## src/rtl/fetch_pkg.sv

```systemverilog
// Shared types and constants for the fetch stage.
package fetch_pkg;

    localparam int unsigned INSN_BYTES       = 4;
    localparam logic [31:0] DEFAULT_BASEADDR = 32'h0100_0000;

    typedef struct packed {
        logic [31:0] pc;
        logic [31:0] insn;
    } fetch_entry_t;

endpackage

```

## src/rtl/fetch_fifo.sv

```systemverilog
// Generic synchronous FIFO with flush; pointers wrap at DEPTH-1 so any DEPTH works.
module fetch_fifo #(
    parameter int unsigned WIDTH = 64,
    parameter int unsigned DEPTH = 4
) (
    input  logic                         clk,
    input  logic                         rst,
    input  logic                         flush,
    input  logic                         push,
    input  logic [WIDTH-1:0]             push_data,
    input  logic                         pop,
    output logic [WIDTH-1:0]             pop_data,
    output logic [$clog2(DEPTH+1)-1:0]   count
);

    localparam int unsigned PW = $clog2(DEPTH);
    localparam int unsigned CW = $clog2(DEPTH+1);

    logic [WIDTH-1:0] mem [DEPTH];
    logic [PW-1:0]    head_q;
    logic [PW-1:0]    tail_q;
    logic [CW-1:0]    count_q;

    function automatic logic [PW-1:0] wrap_inc(input logic [PW-1:0] p);
        return (p == PW'(DEPTH-1)) ? '0 : p + PW'(1);
    endfunction

    always_ff @(posedge clk) begin
        if (rst || flush) begin
            head_q  <= '0;
            tail_q  <= '0;
            count_q <= '0;
        end else begin
            if (push) tail_q <= wrap_inc(tail_q);
            if (pop)  head_q <= wrap_inc(head_q);
            case ({push, pop})
                2'b10:   count_q <= count_q + CW'(1);
                2'b01:   count_q <= count_q - CW'(1);
                default: count_q <= count_q;
            endcase
        end
    end

    always_ff @(posedge clk) begin
        if (push && !rst && !flush) mem[tail_q] <= push_data;
    end

    assign pop_data = mem[head_q];
    assign count    = count_q;

endmodule

```

## src/rtl/fetch_buffer.sv

```systemverilog
// Decoupled fetch stage: PC generation, one-cycle imem read tracking, and a
// {pc, insn} queue presented to decode over valid/ready.
module fetch_buffer
    import fetch_pkg::*;
#(
    parameter int unsigned       AWIDTH   = 32,
    parameter int unsigned       DWIDTH   = 32,
    parameter logic [AWIDTH-1:0] BASEADDR = AWIDTH'(DEFAULT_BASEADDR),
    parameter int unsigned       DEPTH    = 4
) (
    input  logic                         clk,
    input  logic                         rst,
    output logic                         imem_req_o,
    output logic [AWIDTH-1:0]            imem_addr_o,
    input  logic [DWIDTH-1:0]            imem_data_i,
    input  logic                         redirect_i,
    input  logic [AWIDTH-1:0]            redirect_pc_i,
    output logic                         valid_o,
    input  logic                         ready_i,
    output logic [AWIDTH-1:0]            pc_o,
    output logic [DWIDTH-1:0]            insn_o,
    output logic [$clog2(DEPTH+1)-1:0]   count_o,
    output logic [15:0]                  redirect_cnt_o
);

    localparam int unsigned CW = $clog2(DEPTH+1);

    typedef struct packed {
        logic [AWIDTH-1:0] pc;
        logic [DWIDTH-1:0] insn;
    } entry_t;

    logic [AWIDTH-1:0] pc_q;
    logic [AWIDTH-1:0] req_pc_q;
    logic              inflight_q;
    logic [15:0]       redirect_cnt_q;
    logic [CW-1:0]     count;
    logic [CW:0]       occupancy;
    logic              issue;
    logic              push;
    logic              pop;
    logic              valid;
    entry_t            push_entry;
    entry_t            head;

    // An issued read reserves its FIFO slot, so the queue can never overflow.
    always_comb begin
        occupancy  = {1'b0, count} + (CW+1)'(inflight_q);
        issue      = !rst && !redirect_i && (occupancy < (CW+1)'(DEPTH));
        valid      = !rst && !redirect_i && (count != '0);
        push       = inflight_q && !redirect_i;
        pop        = valid && ready_i;
        push_entry = '{pc: req_pc_q, insn: imem_data_i};
    end

    fetch_fifo #(
        .WIDTH (AWIDTH + DWIDTH),
        .DEPTH (DEPTH)
    ) u_fifo (
        .clk       (clk),
        .rst       (rst),
        .flush     (redirect_i),
        .push      (push),
        .push_data (push_entry),
        .pop       (pop),
        .pop_data  (head),
        .count     (count)
    );

    always_ff @(posedge clk) begin
        if (rst) begin
            pc_q           <= BASEADDR;
            req_pc_q       <= '0;
            inflight_q     <= 1'b0;
            redirect_cnt_q <= '0;
        end else if (redirect_i) begin
            pc_q       <= {redirect_pc_i[AWIDTH-1:2], 2'b00};
            inflight_q <= 1'b0;
            if (redirect_cnt_q != '1) redirect_cnt_q <= redirect_cnt_q + 16'd1;
        end else begin
            inflight_q <= issue;
            if (issue) begin
                req_pc_q <= pc_q;
                pc_q     <= pc_q + AWIDTH'(INSN_BYTES);
            end
        end
    end

    assign imem_req_o     = issue;
    assign imem_addr_o    = pc_q;
    assign valid_o        = valid;
    assign pc_o           = valid ? head.pc   : '0;
    assign insn_o         = valid ? head.insn : '0;
    assign count_o        = count;
    assign redirect_cnt_o = redirect_cnt_q;

endmodule

```

## config.mk

```make
export PLATFORM = sky130hd
export DESIGN_NAME = fetch_buffer
export DESIGN_NICKNAME = d
export VERILOG_FILES = /design/src/rtl/fetch_pkg.sv /design/src/rtl/fetch_fifo.sv /design/src/rtl/fetch_buffer.sv
export SDC_FILE = /design/constraint.sdc
export NUM_CORES = 1
export LEC_CHECK = 0
export CORE_MARGIN = 1.5
export CORE_UTILIZATION = 59
export DETAILED_ROUTE_END_ITERATION = 6
export PLACE_DENSITY = 0.9
export SETUP_SLACK_MARGIN = 0.02
export SYNTH_ARGS = -nofsm -noshare
export SYNTH_HDL_FRONTEND = slang
export SYNTH_SLANG_ARGS = --single-unit
export TNS_END_PERCENT = 100
```

## constraint.sdc

```tcl
create_clock -name clk -period 10.52 [get_ports clk]
set_input_delay 3.156 -clock clk [delete_from_list [all_inputs] [get_ports clk]]
set_output_delay 3.156 -clock clk [all_outputs]
set_load 0.005 [all_outputs]
```

# Yosys cells after proc, flatten, opt, wreduce, memory -nomap -nowiden
# Memory sizes are Yosys's and may differ from the RTL's. A register that Yosys moved wholly into a read port is not among the register bits.
# Cells that the tools add are included.
# Widths: inputs -> output; s select.
[totals]
regBits = 88
latch_bits = 0
mem_bits_rw = 256
rom_bits = 0
output_inout_bits = 117
wordCells = 50
memories = 1
[memory_table]
columns = ["name", "words", "width", "read_ports", "rd_ports_with_merged_regs", "wr", "line_no", "rtl"]
rows = [
  ["u_fifo.mem", 4, 64, 1, 1, 1, "fetch_fifo.sv:19", "logic [WIDTH-1:0] mem [DEPTH];"],
]
[op_classes]
add_sub_neg = 7
multipliers = 0
div_mod_pow = 0
n_lt_le_gt_ge = 1
eq_ne = 5
n_shift = 0
mux = 11
bitwise_logic = 1
reduce_logical = 16
[op_table]
columns = ["operator", "n"]
rows = [
  ["$mux 32", 4],
  ["$add 32x3->32 const B", 1],
  ["$add 16x1->16 const B", 1],
  ["$ne 16x16->1 const B", 1],
  ["$mux 2", 4],
  ["$logic_and 1x1->1", 7],
  ["$eq 2x2->1 const B", 3],
  ["$pmux 3 s2", 1],
  ["$add 2x1->2 const B", 2],
  ["$add 3x1->4", 1],
  ["$lt 4x3->1 const B", 1],
  ["$reduce_and 2->1", 2],
  ["$reduce_bool 2->1", 2],
  ["$add 3x1->3 const B", 1],
  ["$reduce_bool 3->1", 1],
  ["$sub 3x1->3 const B", 1],
  ["$eq 2x1->1 const B", 1],
  ["$logic_not 1->1", 2],
  ["$mux 1", 2],
  ["$reduce_or 2->1", 1],
  ["$logic_or 1x1->1", 1],
  ["$not 1->1", 1],
]

# Depth between registers and ports, before layout
# Gate-level depths: netlist of run 1.
[logic_depth]
ltp_word = 6
depth_mapped = 12
mapped_depth_nobuf = 10

# Hierarchy
# A second synthesis of run 1 with hierarchy kept.
[unflattened]
cells_unflattened = 909
area_unflattened_um2 = 13797.0
[modules_own_cells]
columns = ["mod", "n_inst", "cells_per_inst", "area_each_um2", "seq_area_each_um2"]
rows = [
  ["fetch_fifo", 1, 378, 9748.1, 7867.5],
  ["fetch_buffer", 1, 531, 4048.9, 1541.5],
]

# Least setup slack after synthesis of run 1
# OpenSTA, ideal clock, no wires.
[synth_timing]
kind = "in2out"
startpoint = "input port redirect_i"
endpoint = "output port insn_o[0]"
t_arrival_ns = 4.337
required_ns = 7.364
slack_ns = 3.027
cell_stages = 6
path_cell_list = "or2_2 > clkbuf_1 > nor2_1 > clkbuf_1 > clkbuf_1 > and2_1"
[synth_between]
elab_chain_len = 4
[synth_rtl]
columns = ["item", "line_no", "rtl"]
rows = [
  ["start: declaration", "fetch_buffer.sv:16", "input logic redirect_i,"],
  ["$logic_not 1->1", "fetch_buffer.sv:50", "valid = !rst && !redirect_i && (count != '0);"],
  ["$logic_and 1x1->1 (2 in series)", "fetch_buffer.sv:50", ""],
  ["$mux 32", "fetch_buffer.sv:93", "assign insn_o = valid ? head.insn : '0;"],
  ["end: declaration", "fetch_buffer.sv:21", "output logic [DWIDTH-1:0] insn_o,"],
]
# Every way passes these cells.

# Worst setup path in the final report of run 1
[layout_timing]
startpoint = "input port redirect_i"
endpoint = "output port insn_o[11]"
# Same word-level chain as after synthesis.

==> results of run 1 <==
[synthesized netlist by cell type (5+ instances only)]
master / instances
nand3_1: 12
and3_1: 11
mux4_2: 62
or3_1: 5
nor3_1: 13
dfxtp_1: 86
inv_1: 15
o21ai_0: 7
a211oi_1: 8
nor2_1: 40
buf_4: 5
xor2_1: 10
nand2_1: 88
clkbuf_1: 32
edfxtp_1: 248
xnor2_1: 20
a21oi_1: 54
nand4_1: 18
ha_1: 8
buf_2: 14
nor4_1: 7
and2_1: 64
[report_power, final]
part / total (mW) / switching, mW / internal (mW) / leakage (nW)
clock network: 1.05 / 0.459 / 0.596 / 0.476
registers: 1.45 / 0.0215 / 1.43 / 3.14
logic: 0.106 / 0.0496 / 0.0562 / 1.78
total: 2.61 / 0.530 / 2.08 / 5.39
[area by class of cell]
type / instances / share of cell area (%)
Inverter: 16 / 0.368
Multi-Input combinational cell: 483 / 24.1
Tap cell: 280 / 2.15
Timing Repair Buffer: 185 / 11.2
Clock inverter: 14 / 0.621
Clock buffer: 44 / 5.30
Sequential cell: 334 / 56.3
[worst min-delay path, stage by stage, from the launching register on]
cell	delay (ps)
dfxtp_1	340
nand2_1	60
a21oi_1	50
[logic make-up (layout without fill, tap and decap cells)]
group | after synthesis | count (layout)
AND/OR/NAND/NOR | 280 | 280
XOR/XNOR | 30 | 30
buffers and inverters | 69 | 259
other | 1 | 4
AO/OA/AOI/OAI | 94 | 94
adder cells (fa/ha/maj) | 9 | 9
multiplexers | 66 | 66
flip-flops | 334 | 334
[cell usage in the layout (no fill, tap or decap), drive strengths merged, types with 2 or more instances in the layout]
master,n
a211oi,8
a21oi,54
a2bb2oi,2
a311oi,2
a31o,2
a31oi,3
and2,64
and3,11
and4,5
buf,8
clkbuf,44
clkdlybuf4s50,177
clkinv,12
conb,4
dfxtp,86
edfxtp,248
ha,8
inv,16
mux2i,4
mux4,62
nand2,88
nand3,14
nand4,20
nor2,41
nor3,14
nor4,11
o21ai,7
o22ai,4
o311ai,4
or2,2
or3,5
xnor2,20
xor2,10
[routing by layer]
layer / vias to the layer above / wire length (um) / share of wire, %
li1: 3663 / - / -
met4: 2 / 721 / 2.5
met3: 53 / 2270 / 8.0
met2: 328 / 14300 / 50
met5: - / 13 / 0.046
met1: 3899 / 11100 / 39
[registers in the layout, summed over array words and instances (netlist names), named ones only]
signal,cells
u_fifo.mem,248
imem_addr_o,30
req_pc_q,30
redirect_cnt_o,16
u_fifo.count,3
u_fifo.head_q,2
u_fifo.tail_q,2
inflight_q,1
[worst min path at each step]
| stage | startpoint | end | cells past startpoint |
|---|---|---|---|
| after floorplan | u_fifo.head_q[1] | flop | 2 |
| after global placement | u_fifo.head_q[1] | flop | 2 |
| after detailed placement | u_fifo.head_q[1] | flop | 2 |
| after CTS | req_pc_q[21] | req_pc_q[21] | 2 |
| after global routing | req_pc_q[9] | u_fifo.mem[3][41] | 0 |
| final | req_pc_q[18] | req_pc_q[18] | 2 |
==> reports/metrics.cfg, run 1 <==
[outcome]
status=completed

[cts]
post_cts_buffers=0
htreeDepth=1
clock_sinks=334
cts.repair.resized=0
cts_made_buffers=31
cts_tree=done
cts_root_buf=clkbuf_16
ctsLongestPathBuffers=3
clk_pin_slew_ps=60
insertion_delay_ps=560
cts_hold_buf=0

[global_routing]
overflow=0
grt_pass1_wl_um=44600
busiest_layer=met2
first_global_vias=8068
grt.total_usage_pct=24.4
grt_util_met3_pct=5.69
antenna_found_initial=1
grt.met1_usage_pct=31.0
use_met2_pct=41.8
grt_max_degree=77

[synthesis]
yosysUniqueCellTypes=58
syn-cell-area_sq_mm=0.0134
yosysWarnings=0
yosys.area.top_type=edfxtp_1
synth_top_family_by_area=simple AND/OR/NAND/NOR gates
synth_fa_ha_area_share_pct=0.899
ys_async_sr_fraction_pct=0
ys_seq_area_share_pct=68.6
synth-xor-area-share_pct=1.97
ys.flop_type=edfxtp_1
synth_cells=883
yosys.area_share.simple_pct=11.2
yosysTopAreaCellShare_pct=55.7
synth_seq_cells=334
synth_edf_count=248
synth-compound-area-share_pct=4.33
syn_avg_cell_area_sq_um=15.1
synthMuxAreaShare_pct=10.7
synth_area_leaders=edfxtp_1, dfxtp_1, mux4_2

[floorplanning]
dieArea_sq_mm=0.0236
fp.dieH_um=154
die_w_um=154
io_pins=185
rows=54
start_util_pct=60.7
core-area_sq_mm=0.0220

[sta]
relSlewSlack_pct=33.3
rsz0062_at_grt=false
finalHoldViolCount=0
skew_ps=15.1
fmax_mhz=112
hold_ws_ps=498
finalCriticalPeriod_ps=8900
max_slew.worst_pin.slew_ps=1000
finalWorstSetupSlack_ps=1620
tns_ps=0
slew_viol_final=0
fin_crit_sh_pct=84.6
setup_viol=0

[detailed_routing]
drt_iter0_drc=638
avgViaCountPerCell=5.86
num_vias=7945
ant_nets=0
wl_per_cell_um=20.9
routed_wl_um=28400
drc_errors=0
drt-pass1-iter-count=5

[power_and_ir_drop]
powerDensity_mw_per_mm2=160
power_mw=2.61
p_leak_nw=5.39
ir_drop_mv=0.108

[layout]
final_area_sq_mm=0.0163
synthToLayoutAreaGrowth_pct=22.1
utilization_pct=74.1
seq_area_sq_mm=0.00918
finalNonFillerCells=1356
nFillCells=1334
diodes=0
multi_input_area_sq_mm=0.00393
drive_above_1_share_pct=13.0
nNetsFinal=1128

[worst_setup_path]
reg2reg_setup_slack_ps=7590
slowest_delay_ps=700
start_kind=input port
cpLargestDelayFamily=buffers and inverters
crit_type=in2out
cpMostUsedCell=clkdlybuf4s50_1
required_ps=7360
endpoint=insn_o[11]
path_max_fanout=38
startpoint=redirect_i
reg2reg_depth=10
path_depth=6
rr_endpoint=u_fifo.count[2]
critPathBufInv=3
critical_path.endpoint_type=output port
arrival_ps=5740
r2r-start=u_fifo.count[0]
cp_slowest_cell=nor2_4
cp_cell_sequence=clkdlybuf4s50_1, or2_2, nor2_4, buf_4, and2_1, clkdlybuf4s50_1

[placement]
gp_congestion=0.813
io_buffer_count=178
hpwl_um=16900
place_ws_ps=1590
post_dp_cell_area_sq_mm=0.0153
placedCellCount=1298

[worst_hold_path]
worstHoldPathType=reg2reg

[job]
maxCapViolCount=0

Power figures use the tool's default switching activity.
==> run 2, diff against run 1 <==
- CORE_UTILIZATION: 59 -> 49
- PLACE_DENSITY: 0.9 -> 0.8
- clock period: 10.52 -> 7.8 ns (I/O delays scaled with it)
==> run 2 against run 1 <==
  * First-iteration DRC count increased by 0.47%
  * Total power increased by 45%
  * Worst setup slack got worse by 720 ps
  * Register-to-register slack got worse by 2300 ps
  * Routed wire length decreased by 0.31%
  * Sequential power increased by 34%
  * Global-route usage decreased by 4.0 points
  * Critical path type unchanged
  * Largest power group unchanged
==> reports/metrics.cfg, run 2 (synthesized netlist as in run 1, its figures left out) <==
[layout]
largest_reg_flops=248  ; unchanged
regMostFlops=u_fifo.mem  ; unchanged
finalNonFillerCells=1428  ; was 1356
nNetsFinal=1134  ; was 1128
drive_above_1_share_pct=13.5  ; was 13.0%
final_area_sq_mm=0.0166  ; was 0.0163 sq mm
multi_input_area_sq_mm=0.00393  ; unchanged
nFillCells=1977  ; was 1334
utilization_pct=62.0  ; was 74.1%
seq_area_sq_mm=0.00918  ; unchanged
layout_commonest_cell=edfxtp_1  ; unchanged
final_cell_mix=edfxtp_1, clkdlybuf4s50_1, nand2_1  ; unchanged
synthToLayoutAreaGrowth_pct=24.6  ; was 22.1%

[cts]
htreeDepth=2  ; was 1
post_cts_buffers=0  ; unchanged
insertion_delay_ps=520  ; was 560 ps
cts_tree=done  ; unchanged
ctsLongestPathBuffers=3  ; unchanged
clock_sinks=334  ; unchanged
cts_made_buffers=37  ; was 31
clk_pin_slew_ps=60  ; about the same
cts_root_buf=clkbuf_16  ; unchanged
cts.repair.resized=0  ; unchanged
cts_hold_buf=0  ; unchanged

[sta]
finalCriticalPeriod_ps=6900
relSlewSlack_pct=32.9  ; was 33.3%
rsz0062_at_grt=false  ; unchanged
max_slew.worst_pin.slew_ps=1010  ; was 1000 ps
setup_viol=0  ; unchanged
finalWorstSetupSlack_ps=902  ; was 1620 ps
fin_crit_sh_pct=88.4
finalHoldViolCount=0  ; unchanged
hold_ws_ps=474  ; was 498 ps
fmax_mhz=145
skew_ps=15.0  ; was 15.1 ps
tns_ps=0  ; unchanged
slew_viol_final=0  ; unchanged

[floorplanning]
io_pins=185  ; unchanged
die_w_um=168  ; was 154 um
start_util_pct=49.7  ; was 60.7%
rows=60  ; was 54
core-area_sq_mm=0.0269  ; was 0.0220 sq mm
fp.dieH_um=168  ; was 154 um
dieArea_sq_mm=0.0283  ; was 0.0236 sq mm

[placement]
post_dp_cell_area_sq_mm=0.0154  ; was 0.0153 sq mm
io_buffer_count=178  ; unchanged
hpwl_um=16800  ; was 16900 um
place_ws_ps=882  ; was 1590 ps
placedCellCount=1359  ; was 1298
gp_congestion=0.802  ; was 0.813

[detailed_routing]
drt-pass1-iter-count=6  ; was 5
drc_errors=0  ; unchanged
wl_met3_um=2190  ; was 2270 um
num_vias=8033  ; was 7945
wl_met2_um=13500  ; was 14300 um
routed_wl_um=28300  ; was 28400 um
m1WireLength_um=12100  ; was 11100 um
wl_per_cell_um=19.8  ; was 20.9 um
drt_iter0_drc=641  ; was 638
avgViaCountPerCell=5.63  ; was 5.86
ant_nets=0  ; unchanged
top_layer=met5  ; unchanged

[worst_setup_path]
required_ps=5460  ; was 7360 ps
crit_type=in2out  ; unchanged
path_max_fanout=49  ; was 38
reg2reg_depth=10  ; unchanged
start_kind=input port  ; unchanged
r2r-start=u_fifo.count[0]  ; unchanged
rr_endpoint=u_fifo.count[2]  ; unchanged
reg2reg_setup_slack_ps=5320  ; was 7590 ps
arrival_ps=4560  ; was 5740 ps
critical_path.endpoint_type=output port  ; unchanged

[global_routing]
grt_max_degree=77  ; unchanged
grt.total_usage_pct=20.4  ; was 24.4%
grt_pass1_wl_um=44500  ; was 44600 um
overflow=0  ; unchanged
antenna_found_initial=3  ; was 1
first_global_vias=8011  ; was 8068

[worst_hold_path]
whs_path_depth=2  ; unchanged
worstHoldStart=u_fifo.head_q[1]  ; was req_pc_q[18]
worstHoldPathType=reg2reg  ; unchanged

[job]
maxCapViolCount=0  ; unchanged

[power_and_ir_drop]
p_leak_nw=5.52  ; was 5.39 nW
ir_drop_mv=0.143  ; was 0.108 mV
powerDensity_mw_per_mm2=228  ; was 160 mW/mm^2
power_mw=3.79  ; was 2.61 mW

[outcome]
status=completed  ; unchanged

## run 2: cell count changes in the layout (fill, tap and decap cells not counted)
cell / change
clkbuf_16: +9
clkbuf_8: -4
inv_8: +1
bufinv_16: +2
buf_12: +1
buf_4: -1
clkinv_1: +3
clkinvlp_4: -1
diode_2: +1
## run 2: per-layer routing
metal | global-route usage, % | up-vias
li1 | - | 3698
met1 | 27.0 | 4006
met2 | 33.4 | 276
met3 | 5.74 | 49
met4 | 5.36 | 4
met5 | 0 | -
## run 2: final cells by class
| type | instances | share of cell area (%) |
|---|---|---|
| Sequential cell | 334 | 55.1 |
| Multi-Input combinational cell | 483 | 23.6 |
| Timing Repair Buffer | 185 | 11.1 |
| Clock buffer | 49 | 6.21 |
| Tap cell | 341 | 2.56 |
| Clock inverter | 19 | 1.06 |
| Inverter | 16 | 0.361 |
| Antenna cell | 1 | 0.0150 |
## run 2: worst max path at each step
stage                           from         to  slack, ps  depth (start not counted)
after CTS                 redirect_i    pc_o[6]        880                          6
after global routing      redirect_i    pc_o[6]        730                          6
after floorplan           redirect_i  insn_o[0]       1940                          6
final                     redirect_i    pc_o[3]        900                          6
after global placement    redirect_i    pc_o[6]        920                          6
after detailed placement  redirect_i    pc_o[6]        880                          6
## run 2: worst max-delay path: stages
cell	delay, ps
clkdlybuf4s50_1	420
or2_2	430
nor2_4	400
buf_12	250
and2_1	160
clkdlybuf4s50_1	550
## run 2: where the power goes
group          total (mW)  switching [mW]  internal, mW
Sequential           1.95          0.0295          1.92
Combinational       0.141          0.0656        0.0758
Clock                1.70           0.660          1.04
